`config.mk`:
```
export PLATFORM = sky130hd
export DESIGN_NAME = mem_slave
export DESIGN_NICKNAME = d
export VERILOG_FILES = /design/src/rtl/mem_slave_pkg.sv /design/src/rtl/mem_slave_ram.sv /design/src/rtl/mem_slave.sv
export SDC_FILE = /design/constraint.sdc
export NUM_CORES = 2
export LEC_CHECK = 0
export CORE_ASPECT_RATIO = 0.9
export CORE_MARGIN = 1
export CORE_UTILIZATION = 53
export CTS_BUF_LIST = sky130_fd_sc_hd__clkbuf_8
export DETAILED_ROUTE_END_ITERATION = 12
export PLACE_DENSITY = 0.8
export SLEW_MARGIN = 10
export SYNTH_ARGS = -nofsm -noshare
export SYNTH_HDL_FRONTEND = slang
export SYNTH_SLANG_ARGS = --single-unit
export TNS_END_PERCENT = 5
```
`constraint.sdc`:
```
create_clock -name clk -period 3.6 [get_ports clk]
set_input_delay 0.36 -clock clk [delete_from_list [all_inputs] [get_ports clk]]
set_output_delay 0.36 -clock clk [all_outputs]
set_load 0.005 [all_outputs]
```
`src/rtl/mem_slave_pkg.sv`:
```
// Shared encodings for the mem_slave burst memory: FSM states and write-response codes.
package mem_slave_pkg;

  typedef enum logic {
    StRIdle,
    StRData
  } r_state_e;

  typedef enum logic [1:0] {
    StWIdle,
    StWData,
    StWResp
  } w_state_e;

  localparam logic [1:0] RespOkay   = 2'b00;
  localparam logic [1:0] RespSlverr = 2'b10;

endpackage

```
`src/rtl/mem_slave_ram.sv`:
```
// Byte-wide storage for mem_slave: one synchronous write port, one combinational read port,
// synchronous whole-array clear.
module mem_slave_ram #(
  parameter int unsigned ADDR_W = 8,
  parameter int unsigned DATA_W = 8
) (
  input  logic              clk,
  input  logic              clr,
  input  logic              we,
  input  logic [ADDR_W-1:0] waddr,
  input  logic [DATA_W-1:0] wdata,
  input  logic [ADDR_W-1:0] raddr,
  output logic [DATA_W-1:0] rdata
);

  localparam int unsigned Depth = 2 ** ADDR_W;

  logic [DATA_W-1:0] mem_q [Depth];

  always_ff @(posedge clk) begin
    if (clr) begin
      for (int i = 0; i < Depth; i++) begin
        mem_q[i] <= '0;
      end
    end else if (we) begin
      mem_q[waddr] <= wdata;
    end
  end

  assign rdata = mem_q[raddr];

endmodule

```
`src/rtl/mem_slave.sv`:
```
// Burst memory slave with independent read and write channels sharing one storage array.
module mem_slave
  import mem_slave_pkg::*;
#(
  parameter int unsigned ADDR_W = 8,
  parameter int unsigned DATA_W = 8,
  parameter int unsigned LEN_W  = 4,
  parameter int unsigned ID_W   = 4
) (
  input  logic              clk,
  input  logic              rst,
  input  logic              ARVALID,
  output logic              ARREADY,
  input  logic [ADDR_W-1:0] ARADDR,
  input  logic [LEN_W-1:0]  ARLEN,
  input  logic [ID_W-1:0]   ARID,
  output logic              RVALID,
  input  logic              RREADY,
  output logic [DATA_W-1:0] RDATA,
  output logic              RRESP,
  output logic              RLAST,
  output logic [ID_W-1:0]   RID,
  input  logic              AWVALID,
  output logic              AWREADY,
  input  logic [ADDR_W-1:0] AWADDR,
  input  logic [LEN_W-1:0]  AWLEN,
  input  logic [ID_W-1:0]   AWID,
  input  logic              WVALID,
  output logic              WREADY,
  input  logic [DATA_W-1:0] WDATA,
  input  logic              WLAST,
  output logic              BVALID,
  input  logic              BREADY,
  output logic [1:0]        BRESP,
  output logic [ID_W-1:0]   BID
);

  localparam int unsigned SumW = ((ADDR_W > LEN_W) ? ADDR_W : LEN_W) + 1;

  r_state_e          r_state_q, r_state_d;
  logic [ADDR_W-1:0] raddr_q;
  logic [LEN_W-1:0]  rlen_q, rcnt_q;
  logic [ID_W-1:0]   rid_q;
  logic              rerr_q;
  logic [DATA_W-1:0] rdata_q;

  w_state_e          w_state_q, w_state_d;
  logic [ADDR_W-1:0] waddr_q;
  logic [LEN_W-1:0]  wlen_q, wcnt_q;
  logic [ID_W-1:0]   wid_q;
  logic              werr_q;
  logic [1:0]        bresp_q;

  logic              ar_fire, r_fire, aw_fire, w_fire, b_fire, w_end, w_at_len;
  logic [SumW-1:0]   ar_end, aw_end;
  logic              ar_ovf, aw_ovf;
  logic [ADDR_W-1:0] ram_raddr;
  logic [DATA_W-1:0] ram_rdata;

  assign ar_fire  = ARVALID & ARREADY;
  assign r_fire   = RVALID & RREADY;
  assign aw_fire  = AWVALID & AWREADY;
  assign w_fire   = WVALID & WREADY;
  assign b_fire   = BVALID & BREADY;
  assign w_at_len = (wcnt_q == wlen_q);
  assign w_end    = WLAST | w_at_len;

  assign ar_end = SumW'(ARADDR) + SumW'(ARLEN);
  assign aw_end = SumW'(AWADDR) + SumW'(AWLEN);
  assign ar_ovf = (ar_end >> ADDR_W) != '0;
  assign aw_ovf = (aw_end >> ADDR_W) != '0;

  // Beat data is captured at the edge that starts or advances a beat, so it holds under
  // stall and a same-cycle write to that address is not seen until the next access.
  assign ram_raddr = (r_state_q == StRIdle) ? ARADDR : raddr_q + ADDR_W'(1);

  mem_slave_ram #(
    .ADDR_W (ADDR_W),
    .DATA_W (DATA_W)
  ) u_ram (
    .clk   (clk),
    .clr   (rst),
    .we    (w_fire),
    .waddr (waddr_q),
    .wdata (WDATA),
    .raddr (ram_raddr),
    .rdata (ram_rdata)
  );

  always_comb begin
    r_state_d = r_state_q;
    unique case (r_state_q)
      StRIdle: if (ar_fire) r_state_d = StRData;
      StRData: if (r_fire && RLAST) r_state_d = StRIdle;
      default: r_state_d = StRIdle;
    endcase
  end

  always_ff @(posedge clk) begin
    if (rst) begin
      r_state_q <= StRIdle;
      raddr_q   <= '0;
      rlen_q    <= '0;
      rcnt_q    <= '0;
      rid_q     <= '0;
      rerr_q    <= 1'b0;
      rdata_q   <= '0;
    end else begin
      r_state_q <= r_state_d;
      if (ar_fire) begin
        raddr_q <= ARADDR;
        rlen_q  <= ARLEN;
        rcnt_q  <= '0;
        rid_q   <= ARID;
        rerr_q  <= ar_ovf;
        rdata_q <= ram_rdata;
      end else if (r_fire) begin
        raddr_q <= raddr_q + ADDR_W'(1);
        rcnt_q  <= rcnt_q + LEN_W'(1);
        if (!RLAST) rdata_q <= ram_rdata;
      end
    end
  end

  assign ARREADY = (r_state_q == StRIdle);
  assign RVALID  = (r_state_q == StRData);
  assign RLAST   = RVALID & (rcnt_q == rlen_q);
  assign RRESP   = RVALID & rerr_q;
  assign RDATA   = rdata_q;
  assign RID     = rid_q;

  always_comb begin
    w_state_d = w_state_q;
    unique case (w_state_q)
      StWIdle: if (aw_fire) w_state_d = StWData;
      StWData: if (w_fire && w_end) w_state_d = StWResp;
      StWResp: if (b_fire) w_state_d = StWIdle;
      default: w_state_d = StWIdle;
    endcase
  end

  always_ff @(posedge clk) begin
    if (rst) begin
      w_state_q <= StWIdle;
      waddr_q   <= '0;
      wlen_q    <= '0;
      wcnt_q    <= '0;
      wid_q     <= '0;
      werr_q    <= 1'b0;
      bresp_q   <= RespOkay;
    end else begin
      w_state_q <= w_state_d;
      if (aw_fire) begin
        waddr_q <= AWADDR;
        wlen_q  <= AWLEN;
        wcnt_q  <= '0;
        wid_q   <= AWID;
        werr_q  <= aw_ovf;
      end
      if (w_fire) begin
        waddr_q <= waddr_q + ADDR_W'(1);
        wcnt_q  <= wcnt_q + LEN_W'(1);
        // WLAST disagreeing with the announced length marks the burst as malformed.
        if (w_end) bresp_q <= (werr_q || (WLAST != w_at_len)) ? RespSlverr : RespOkay;
      end
    end
  end

  assign AWREADY = (w_state_q == StWIdle);
  assign WREADY  = (w_state_q == StWData);
  assign BVALID  = (w_state_q == StWResp);
  assign BRESP   = bresp_q;
  assign BID     = wid_q;

endmodule

```
==> results.sh <==
export IMPL_status="finished, final reports clean"
export IMPL_power_leakage_nw=47.8
export IMPL_worst_setup_path_type="flop to flop"
export IMPL_cts_buffers=333
export IMPL_cts_root_buffer="clkbuf_8"
export IMPL_die_area_um2=189000
export IMPL_synth_simple_area_share_pct=17.2
export IMPL_insertion_delay_ns=1.09
export IMPL_timing_critical_path_required_ns=4.53
export IMPL_post_place_ws_ns=-0.492
export IMPL_finalHoldViolations=0
export IMPL_placementRows=150
export IMPL_post_route_min_period_ns=3.58
export IMPL_core_um2=186000
export IMPL_dieWidth_um=458
export IMPL_viasPerCell=6.83
export IMPL_fmax_ghz=0.279
export IMPL_syn2layout_area_growth_pct=11.1
export IMPL_setup_violations=0
export IMPL_final_layout_size_suffix_gt1_share_pct=18.2
export IMPL_hold_depth=2
export IMPL_finalPower_mw=53.7
export IMPL_num_io_pins=73
export IMPL_rsz0062_at_grt="yes"
export IMPL_drtIter0Drc=11819
export IMPL_yosys_warnings=0
export IMPL_synthXorXnorAreaFrac_pct=0.132
export IMPL_power_density_nw_per_um2=487
export IMPL_synth_compound_area_share_pct=5.02
export IMPL_ys_types=68
export IMPL_place_inst=9318
export IMPL_r2r_end="RDATA[7]$_SDFFE_PP0P_"
export IMPL_route_detailed_wl_per_inst_um=28.4
export IMPL_max_vdd_ir_drop_v=0.000465
export IMPL_timing_rr_start="RVALID$_SDFF_PP0_"
export IMPL_num_vias=67779
export IMPL_worst_ep_arrival_time_ns=4.51
export IMPL_gr_usage_all_layers_pct=29.2
export IMPL_tightestPinTransition_ns=1.21
export IMPL_worst_slack_ns=0.0218
export IMPL_synth_seq_cells=2102
export IMPL_firstDrtPassIters=9
export IMPL_holdPathEnd="u_ram.mem_q[154][6]$_SDFFCE_PN0P_"
export IMPL_wl_um=282000
export IMPL_syn_nets=7415
export IMPL_setup_worst_path_start_class="flop"
export IMPL_start_util_pct=53.4
export IMPL_critPathLaunch="RVALID$_SDFF_PP0_"
export IMPL_synth_edf_count=2048
export IMPL_die_h_um=413
export IMPL_numClockSinks=2102
export IMPL_r2r_cells=10
export IMPL_cap_violations=0
export IMPL_drtAntennaViolNets=0
export IMPL_end_kind="flop"
export IMPL_avgSynthCellArea_um2=13.5
export IMPL_grt_pass1_wl_um=416000
export IMPL_synth_ff_type="edfxtp_1"
export IMPL_syn_inst=7353
export IMPL_grt_pass1_vias=65068
export IMPL_synthesis_area_um2=99300
export IMPL_clk_pin_slew_ns=0.06
export IMPL_yosys_area_top_type="edfxtp_1"
export IMPL_synth_largest_type_area_fraction_pct=62.0
export IMPL_synth_fa_ha_area_share_pct=0.176
export IMPL_final_period_utilization_pct=99.4
export IMPL_finalMaxSlewViolations=0
export IMPL_clockBufferDepth=4
export IMPL_synth_seq_area_share_pct=63.0
export IMPL_clock_skew_ns=0.0847
export IMPL_h_tree_depth=5
export IMPL_async_flop_share_pct=0
export IMPL_overflow=0
export IMPL_synth_area_leaders="edfxtp_1, and3_1, mux4_2"
export IMPL_slew_headroom_pct=19.6
export IMPL_layout_common_cells="and3_1, edfxtp_1, nand2_1, mux4_2, clkbuf_8"
export IMPL_layoutNonFillerInstCount=9921
export IMPL_grt_max_degree=145
export IMPL_gp_congestion=0.918
export IMPL_critPathMaxFanout=30
export IMPL_final_common_cell="and3_1"
export IMPL_hold_start="WDATA[6]"
export IMPL_synthMuxAreaShare_pct=10.1
export IMPL_cts_tree="done"
export IMPL_dp_hpwl_um=171000
export IMPL_final_nets=7318
export IMPL_synth_top_family_by_area="simple AND/OR/NAND/NOR gates"
export IMPL_holdCritPathClass="primary input to flop"
export IMPL_port_buffers=71
export IMPL_antenna_found_initial=15
export IMPL_r2r_slack_ns=0.02
export IMPL_drc=0
## power breakdown
group	total (mW)	switching (mW)	internal (mW)
clock	18.7	9.52	9.21
sequential	27.9	0.346	27.6
combinational	6.99	4.41	2.58
total	53.7	14.3	39.4
## per-layer routing
metal  up-vias  track usage [%]  share of wire [%]
met1     33221             39.6                 35
met2      5679             44.3                 46
met4        14             11.4                3.9
met5         -                0              0.090
li1      28054                -                  -
met3       811             8.79                 15
## Yosys cell counts (all sizes together) (4+ instances only)
master  count
mux4      426
a32o       10
clkbuf    806
xor2        8
a22oi      38
nand3     167
edfxtp   2048
mux2i      25
buf       178
mux2       11
xnor2       7
o221ai      6
nand2b      6
a311o       5
dfxtp      54
ha         14
a31oi      72
nor4        5
nand4      10
o22ai      28
nor2       90
nand2     629
a32oi      41
and3     2084
a222oi      4
and2        7
a21oi     132
inv         8
a221oi     22
a21o      259
nor3       36
a311oi      7
o21ai      50
and4        6
nor2b       7
o22a        5
a211oi     15
## how the worst max path moves through the flow
| stage | endpoint | slack (ns) |
|---|---|---|
| floorplan | RDATA[4]$_SDFFE_PP0P_ | 0.88 |
| global placement | RDATA[6]$_SDFFE_PP0P_ | -0.53 |
| detailed placement | RDATA[6]$_SDFFE_PP0P_ | -0.49 |
| CTS | RDATA[3]$_SDFFE_PP0P_ | -0.13 |
| global route | RDATA[7]$_SDFFE_PP0P_ | -0.02 |
| finish | RDATA[7]$_SDFFE_PP0P_ | 0.02 |
## through the flow
| stage | utilization, % | hold slack [ns] | TNS [ns] | instance area [um2] |
|---|---|---|---|---|
| 2_1_floorplan | - | 0.439 | 0 | 99300 |
| 3_3_place_gp | 56.0 | 0.443 | -2.39 | 104000 |
| 3_5_place_dp | 56.0 | 0.451 | -2.43 | 104000 |
| 4_1_cts | 59.3 | 0.00913 | -0.125 | 110000 |
| 5_1_grt | 59.4 | 0.0921 | -0.0374 | 110000 |
| 6_report | 59.4 | 0.0817 | 0 | 110000 |
## timing repair
item,CTS,global route
endpoints found under the setup margin,7,8
pin swaps,1,4
setup buffers,0,2
endpoints found under the hold margin,44,0
gates resized for setup,12,27
hold buffers,33,0
gates cloned,0,0
## worst max-delay path: stages (launching register included)
cell and delay [ns]:
dfxtp_1 0.34, buf_4 0.36, nor2b_1 0.11, a31oi_1 0.25
and2_1 0.55, buf_4 0.34, nand3_1 0.41, o22ai_2 0.52
buf_4 0.18, o21ai_0 0.10, and4_1 0.29
## logic make-up after synthesis
family	after synthesis
other	1
buffers and inverters	992
AND/OR/NAND/NOR	3054
AO/OA/AOI/OAI	713
multiplexers	462
XOR/XNOR	15
adder cells (fa/ha/maj)	14
flip-flops	2102
## cell type report
class	count	area, um2
Sequential cell	2102	62600
Antenna cell	5	12.5
Clock inverter	217	1020
Fill cell	13436	75500
Timing Repair Buffer	552	5980
Multi-Input combinational cell	4259	32900
Inverter	8	30.0
Tap cell	2432	3040
Clock buffer	346	4760
## sequential cells by signal, summed over array words and instances (netlist names)
register and cells:
raddr_q 8, RVALID 1, rerr_q 1, BID 4, BRESP 1, u_ram.mem_q 2048
werr_q 1, RDATA 8, rcnt_q 4, RID 4, wlen_q 4, w_state_q 2
wcnt_q 4, rlen_q 4, waddr_q 8
Note: power is estimated with default switching activity, not from simulation.
